===== src/rtl/spi_pkg.sv =====
// Shared definitions for the SPI responder: FSM state encoding and widths.
package spi_pkg;

  localparam int DATA_W_DEF = 32;
  localparam int BITS_W     = 6;

  typedef enum logic [1:0] {
    IDLE   = 2'd0,
    ACTIVE = 2'd1,
    DONE   = 2'd2
  } state_e;

endpackage


===== src/rtl/spi_slave_control_if.sv =====
// SPI pad signals plus the local word/status bus of the SPI responder.
interface spi_slave_control_if #(
  parameter int DATA_W = 32
) ();

  logic                       SPI_CLK;
  logic                       SPI_CS_N;
  logic                       SPI_MO;
  logic                       SPI_MI;
  logic [DATA_W-1:0]          slv_odata;
  logic [DATA_W-1:0]          slv_idata;
  logic [spi_pkg::BITS_W-1:0] slv_bits;
  logic                       slv_busy;
  logic                       slv_done;
  logic                       slv_ovf;

  modport slave (
    input  SPI_CLK, SPI_CS_N, SPI_MO, slv_odata,
    output SPI_MI, slv_idata, slv_bits, slv_busy, slv_done, slv_ovf
  );

  modport master (
    output SPI_CLK, SPI_CS_N, SPI_MO, slv_odata,
    input  SPI_MI, slv_idata, slv_bits, slv_busy, slv_done, slv_ovf
  );

endinterface


===== src/rtl/spi_sync_edge.sv =====
// Multi-flop synchroniser for one asynchronous SPI input, with one extra
// history flop so rising/falling edges of the synchronised level are visible.
module spi_sync_edge #(
  parameter int SYNC_STAGES = 2
) (
  input  logic clk,
  input  logic rst,
  input  logic d_i,
  output logic sync_o,
  output logic rise_o,
  output logic fall_o
);

  logic [SYNC_STAGES-1:0] sync_q;
  logic                   prev_q;

  // Shift the pad level through the synchroniser and remember the last synchronised level
  always_ff @(posedge clk) begin
    if (rst) begin
      sync_q <= {SYNC_STAGES{1'b0}};
      prev_q <= 1'b0;
    end else begin
      sync_q <= {sync_q[SYNC_STAGES-2:0], d_i};
      prev_q <= sync_q[SYNC_STAGES-1];
    end
  end

  assign sync_o = sync_q[SYNC_STAGES-1];
  assign rise_o = sync_q[SYNC_STAGES-1] & ~prev_q;
  assign fall_o = ~sync_q[SYNC_STAGES-1] & prev_q;

endmodule


===== src/rtl/spi_slave_control.sv =====
// SPI responder: samples SPI_MO on rising SPI_CLK into a right-aligned word,
// returns a word snapshotted at frame start on SPI_MI (changed on falling
// SPI_CLK), and reports frame completion with a one-cycle pulse.
module spi_slave_control
  import spi_pkg::*;
#(
  parameter int SYNC_STAGES = 2,
  parameter int DATA_W      = DATA_W_DEF
) (
  input logic               clk,
  input logic               rst,
  spi_slave_control_if.slave bus
);

  logic clk_sync_unused;
  logic sclk_rise;
  logic sclk_fall;
  logic cs_act;
  logic cs_rise_unused;
  logic cs_fall_unused;
  logic mo_sync;
  logic mo_rise_unused;
  logic mo_fall_unused;

  state_e              state_q, state_d;
  logic [DATA_W-1:0]   tx_q, tx_d;
  logic [DATA_W-1:0]   idata_q, idata_d;
  logic [BITS_W-1:0]   bits_q, bits_d;
  logic                mi_q, mi_d;
  logic                busy_q, busy_d;
  logic                done_q, done_d;
  logic                ovf_q, ovf_d;

  spi_sync_edge #(.SYNC_STAGES(SYNC_STAGES)) u_sync_clk (
    .clk    (clk),
    .rst    (rst),
    .d_i    (bus.SPI_CLK),
    .sync_o (clk_sync_unused),
    .rise_o (sclk_rise),
    .fall_o (sclk_fall)
  );

  // The select is inverted before synchronising so reset-to-zero flops mean "no frame"
  spi_sync_edge #(.SYNC_STAGES(SYNC_STAGES)) u_sync_cs (
    .clk    (clk),
    .rst    (rst),
    .d_i    (~bus.SPI_CS_N),
    .sync_o (cs_act),
    .rise_o (cs_rise_unused),
    .fall_o (cs_fall_unused)
  );

  spi_sync_edge #(.SYNC_STAGES(SYNC_STAGES)) u_sync_mo (
    .clk    (clk),
    .rst    (rst),
    .d_i    (bus.SPI_MO),
    .sync_o (mo_sync),
    .rise_o (mo_rise_unused),
    .fall_o (mo_fall_unused)
  );

  // State and output registers
  always_ff @(posedge clk) begin
    if (rst) begin
      state_q <= IDLE;
      tx_q    <= {DATA_W{1'b0}};
      idata_q <= {DATA_W{1'b0}};
      bits_q  <= {BITS_W{1'b0}};
      mi_q    <= 1'b0;
      busy_q  <= 1'b0;
      done_q  <= 1'b0;
      ovf_q   <= 1'b0;
    end else begin
      state_q <= state_d;
      tx_q    <= tx_d;
      idata_q <= idata_d;
      bits_q  <= bits_d;
      mi_q    <= mi_d;
      busy_q  <= busy_d;
      done_q  <= done_d;
      ovf_q   <= ovf_d;
    end
  end

  // Frame sequencing: start on select, shift on SCLK edges, close when select drops
  always_comb begin
    state_d = state_q;
    tx_d    = tx_q;
    idata_d = idata_q;
    bits_d  = bits_q;
    mi_d    = mi_q;
    busy_d  = busy_q;
    done_d  = 1'b0;
    ovf_d   = ovf_q;
    case (state_q)
      IDLE: begin
        mi_d   = 1'b0;
        busy_d = 1'b0;
        if (cs_act) begin
          state_d = ACTIVE;
          tx_d    = bus.slv_odata;
          mi_d    = bus.slv_odata[DATA_W-1];
          idata_d = {DATA_W{1'b0}};
          bits_d  = {BITS_W{1'b0}};
          ovf_d   = 1'b0;
          busy_d  = 1'b1;
        end else begin
          state_d = IDLE;
        end
      end
      ACTIVE: begin
        if (!cs_act) begin
          // Deselect wins over any SCLK edge seen in the same cycle
          state_d = DONE;
          done_d  = 1'b1;
          busy_d  = 1'b0;
          mi_d    = 1'b0;
        end else if (sclk_rise) begin
          if (bits_q < BITS_W'(DATA_W)) begin
            idata_d = {idata_q[DATA_W-2:0], mo_sync};
            bits_d  = bits_q + BITS_W'(1);
          end else begin
            ovf_d = 1'b1;
          end
        end else if (sclk_fall) begin
          if (bits_q == {BITS_W{1'b0}}) begin
            // A fall before any sampled bit carries no data
            mi_d = 1'b0;
          end else begin
            tx_d = {tx_q[DATA_W-2:0], 1'b0};
            mi_d = tx_q[DATA_W-2];
          end
        end else begin
          state_d = ACTIVE;
        end
      end
      DONE: begin
        state_d = IDLE;
        busy_d  = 1'b0;
        mi_d    = 1'b0;
      end
      default: begin
        state_d = IDLE;
        busy_d  = 1'b0;
        mi_d    = 1'b0;
      end
    endcase
  end

  assign bus.SPI_MI    = mi_q;
  assign bus.slv_idata = idata_q;
  assign bus.slv_bits  = bits_q;
  assign bus.slv_busy  = busy_q;
  assign bus.slv_done  = done_q;
  assign bus.slv_ovf   = ovf_q;

endmodule


===== src/flat_wrapper.sv =====
// flat-port wrapper written by rule: the top's interface ports become plain ports
module spi_slave_control_flat import spi_pkg::*;
#(
  parameter int SYNC_STAGES = 2,
  parameter int DATA_W      = DATA_W_DEF
)
  (clk, rst, bus_SPI_CLK, bus_SPI_CS_N, bus_SPI_MO, bus_slv_odata, bus_SPI_MI, bus_slv_idata, bus_slv_bits, bus_slv_busy, bus_slv_done, bus_slv_ovf);
  spi_slave_control_if #(.DATA_W(DATA_W)) bus_i ();
  input logic clk;
  input logic rst;
  input wire logic [$bits(bus_i.SPI_CLK)-1:0] bus_SPI_CLK;
  input wire logic [$bits(bus_i.SPI_CS_N)-1:0] bus_SPI_CS_N;
  input wire logic [$bits(bus_i.SPI_MO)-1:0] bus_SPI_MO;
  input wire logic [$bits(bus_i.slv_odata)-1:0] bus_slv_odata;
  output wire logic [$bits(bus_i.SPI_MI)-1:0] bus_SPI_MI;
  output wire logic [$bits(bus_i.slv_idata)-1:0] bus_slv_idata;
  output wire logic [$bits(bus_i.slv_bits)-1:0] bus_slv_bits;
  output wire logic [$bits(bus_i.slv_busy)-1:0] bus_slv_busy;
  output wire logic [$bits(bus_i.slv_done)-1:0] bus_slv_done;
  output wire logic [$bits(bus_i.slv_ovf)-1:0] bus_slv_ovf;
  assign bus_i.SPI_CLK = bus_SPI_CLK;
  assign bus_i.SPI_CS_N = bus_SPI_CS_N;
  assign bus_i.SPI_MO = bus_SPI_MO;
  assign bus_i.slv_odata = bus_slv_odata;
  assign bus_SPI_MI = bus_i.SPI_MI;
  assign bus_slv_idata = bus_i.slv_idata;
  assign bus_slv_bits = bus_i.slv_bits;
  assign bus_slv_busy = bus_i.slv_busy;
  assign bus_slv_done = bus_i.slv_done;
  assign bus_slv_ovf = bus_i.slv_ovf;
  spi_slave_control #(.SYNC_STAGES(SYNC_STAGES), .DATA_W(DATA_W)) u_core (.clk(clk), .rst(rst), .bus(bus_i));
endmodule

===== config.mk =====
export PLATFORM = sky130hd
export DESIGN_NAME = spi_slave_control_flat
export DESIGN_NICKNAME = d
export VERILOG_FILES = /design/src/rtl/spi_pkg.sv /design/src/rtl/spi_slave_control_if.sv /design/src/rtl/spi_sync_edge.sv /design/src/rtl/spi_slave_control.sv /design/src/flat_wrapper.sv
export SDC_FILE = /design/constraint.sdc
export NUM_CORES = 1
export LEC_CHECK = 0
export CORE_MARGIN = 2
export CORE_UTILIZATION = 44
export CTS_CLUSTER_SIZE = 20
export DETAILED_ROUTE_END_ITERATION = 12
export PLACE_DENSITY = 0.75
export SYNTH_ARGS = -nofsm -noshare
export SYNTH_HDL_FRONTEND = slang
export SYNTH_SLANG_ARGS = --single-unit

===== constraint.sdc =====
create_clock -name clk -period 1.5 [get_ports clk]
set_input_delay 0.225 -clock clk [delete_from_list [all_inputs] [get_ports clk]]
set_output_delay 0.225 -clock clk [all_outputs]
set_load 0.005 [all_outputs]

==> out/metrics.cfg <==
[setup_path]
end_kind = flop
slowest_stage = or3b_4
cp-start-kind = flop
critPathTopFamily = simple AND/OR/NAND/NOR gates
cp_cell_sequence = or3b_4, a21oi_4, buf_6, clkbuf_16, nand3_1, a21oi_1
worst_path_largest_cell_delay_ns = 0.42
cp_num_buf_inv = 2
crit_path_max_fanout = 8
critical_path_class = reg2reg
required_ns = 1.78
arrival_ns = 1.84

[yosys]
synthMuxAreaShare = 0
synth-compound-area-share = 0.211
yosysWarnings = 0
synthDistinctLibCells = 30
synth_nets = 442
synth_top_family_by_area = simple AND/OR/NAND/NOR gates
syn-cell-area_mm2 = 0.00327
ys_seq_area_frac = 0.502
postSynthCellCount = 403
synth-simple-area-share = 0.222
synth_top_area_frac = 0.502
synth_area_leaders = dfxtp_1, nand2_1, a21oi_1
ys_ff_latch = 82
syn-mean-instance-area_um2 = 8.12
synth_xor_area_frac = 0.00268
yosysTopAreaCell = dfxtp_1
synthAdderAreaFrac = 0.00765

[cts]
cts_tree = built
clock-sinks = 82
hold_buffers = 0
cts_buffers = 9
worstSkewPairLatency_ns = 0.34
clock_path_buffers = 2
htreeDepth = 3
clockRootBuffer = clkbuf_8
clk_pin_slew_ns = 0.09

[drt]
remaining_drc_errors = 0
ant_nets = 0
wire_per_inst_um = 15.9
drtPass1Iterations = 5
avgViaCountPerCell = 5.60
wirelength_um = 9360
drt_iter0_drc = 200
vias = 3303

[floorplan]
die_y_um = 90.2
initial_utilization = 0.453
std_cell_rows = 31
coreArea_mm2 = 0.00721
io_pins = 79
dieWidth_um = 90.2
die-area_mm2 = 0.00814

[pwr]
total_power_uw = 4380
switching_share = 0.240
power.switching_uw = 1050
p_seq_frac = 0.516
p_int_uw = 3330
p_leak_uw = 0.00173
pwr-share-clk = 0.380
p_comb_frac = 0.104
vdd_ir_drop_max_mv = 0.480
power_density_mw_per_mm2 = 898

[placed_design]
dp_hpwl_um = 5280
place_congestion = 0.777
io_buffers = 78

[sta]
finalMaxSlewViolations = 0
slew_headroom = 0.696
finalCriticalPeriod_ns = 1.56
finClkSkew_ns = 0.0112
tightest_slew_ns = 0.457
hold_viol_final = 0
period_share = 1.04
final.setup.tns_ns = -0.361
fin_hold_ws_ns = 0.327
timing.final.ws_setup_ns = -0.0614
rsz0062_at_grt = yes
fmax_mhz = 640
final-setup-viol-count = 21

[status]
violations = negative setup slack
status = finished with violations

[finish]
fin_nets = 525
drive_above_1_share = 0.187
final_util = 0.677
layout_commonest_cell = nand2_1
fillers = 580
syn2layout_area_growth_pct = 49.2
mostFrequentLayoutCells = nand2_1, dfxtp_1, clkdlybuf4s50_1
n_antenna_cell = 0

[global_route]
antenna_found_initial = 0
grt_pass1_vias = 3079
overflow = 0
grt_use_total = 0.207
grt_pass1_wl_um = 14200
grt_max_degree = 36

[min_path]
hp-class = in2reg

[run]
max_cap_viol_count = 0

stage by stage:
step	instances	cell area [µm²]	worst slack (ns)
after CTS	582	4580	-0.0313
after floorplan	403	3290	-0.0475
final	590	4880	-0.0614
after global routing	590	4880	-0.104
after detailed placement	564	4300	-0.0126
after global placement	564	4300	0.0260
power by group through the flow:
stage | logic [µW] | clock network (µW) | registers [µW]
floorplan | 199 | 0 | 2300
global placement | 364 | 0 | 2310
detailed placement | 369 | 0 | 2310
CTS | 391 | 1690 | 2260
global route | 487 | 1800 | 2270
finish | 455 | 1670 | 2260
layer usage:
| layer | track usage | vias to the layer above | part of all wire |
|---|---|---|---|
| met5 | 0 | - | 0 |
| met4 | 0.0679 | 0 | 0.0083 |
| met3 | 0.0553 | 10 | 0.069 |
| met2 | 0.338 | 129 | 0.50 |
| met1 | 0.266 | 1593 | 0.42 |
| li1 | - | 1571 | - |
path summary, 6_finish.rpt:
| check | to | slack, ns | start | depth (start not counted) |
|---|---|---|---|---|
| worst max-delay path | u_core.bus.slv_idata[4]$_SDFFE_PP0P_ | -0.06 | u_core.u_sync_clk.sync_q[1]$_SDFF_PP0_ | 6 |
| worst min-delay path | u_core.u_sync_clk.sync_q[0]$_SDFF_PP0_ | 0.33 | rst | 2 |
| worst max register to register | u_core.bus.slv_idata[4]$_SDFFE_PP0P_ | -0.06 | u_core.u_sync_clk.sync_q[1]$_SDFF_PP0_ | 6 |
| worst min register to register | u_core.u_sync_cs.sync_q[1]$_SDFF_PP0_ | 0.44 | u_core.u_sync_cs.sync_q[0]$_SDFF_PP0_ | 1 |
what timing repair did:
item / CTS / global route
setup endpoints to repair: 43 / 77
resized for setup: 15 / 39
pin swaps: 4 / 42
buffers inserted: 1 / 2
endpoints found under the hold margin: 0 / 0
gates cloned: 1 / 6
flip-flops by register name, summed over array words and instances, names as in the netlist:
| register | cells |
|---|---|
| u_core.tx_q | 31 |
| u_core.state_q | 2 |
| u_core.u_sync_mo.sync_q | 2 |
| u_core.bus.slv_ovf | 1 |
| u_core.bus.SPI_MI | 1 |
| u_core.u_sync_cs.sync_q | 2 |
| u_core.u_sync_clk.sync_q | 2 |
| u_core.u_sync_clk.prev_q | 1 |
| u_core.bus.slv_busy | 1 |
| u_core.bus.slv_done | 1 |
| u_core.bus.slv_bits | 6 |
| u_core.bus.slv_idata | 32 |
cell type report:
class / count / area, µm² / area share
Tap cell: 99 / 124 / 0.0254
Sequential cell: 82 / 1660 / 0.339
Clock buffer: 11 / 151 / 0.0310
Timing Repair Buffer: 111 / 1260 / 0.258
Clock inverter: 5 / 62.6 / 0.0128
Inverter: 4 / 15.0 / 0.00308
Multi-Input combinational cell: 278 / 1610 / 0.331
cell usage after synthesis:
| library cell | n |
|---|---|
| a211oi_1 | 1 |
| a21o_1 | 1 |
| a21oi_1 | 70 |
| a21oi_2 | 1 |
| a311oi_1 | 31 |
| and2_1 | 1 |
| buf_1 | 2 |
| buf_2 | 8 |
| buf_6 | 1 |
| clkbuf_1 | 28 |
| dfxtp_1 | 82 |
| ha_1 | 2 |
| inv_1 | 4 |
| nand2_1 | 98 |
| nand2b_1 | 5 |
| nand3_1 | 36 |
| nand4_1 | 1 |
| nand4b_1 | 1 |
| nor2_1 | 7 |
| nor2b_1 | 8 |
| nor3_1 | 4 |
| nor3b_1 | 2 |
| o211ai_1 | 1 |
| o21a_1 | 1 |
| o21ai_0 | 2 |
| o21bai_1 | 1 |
| o41a_1 | 1 |
| or3_1 | 1 |
| or3b_1 | 1 |
| xnor2_1 | 1 |
logic make-up (layout without fill, tap and decap cells):
family,count (synthesis),in the layout
AOI/OAI and AO/OA,110,110
xor gates and xnor gates,1,1
adders and majority gates,2,2
buffers and inverters,43,131
DFF,82,82
and+or+nand+nor,165,165
worst reg2reg max path: cells and delay by family (launching register included):
kind                   cells  cell delay (ns)
DFF                        1             0.35
and+or+nand+nor            2             0.50
AOI/OAI and AO/OA          2             0.34
buffers and inverters      2             0.31
(Power assumes the default switching activity.)
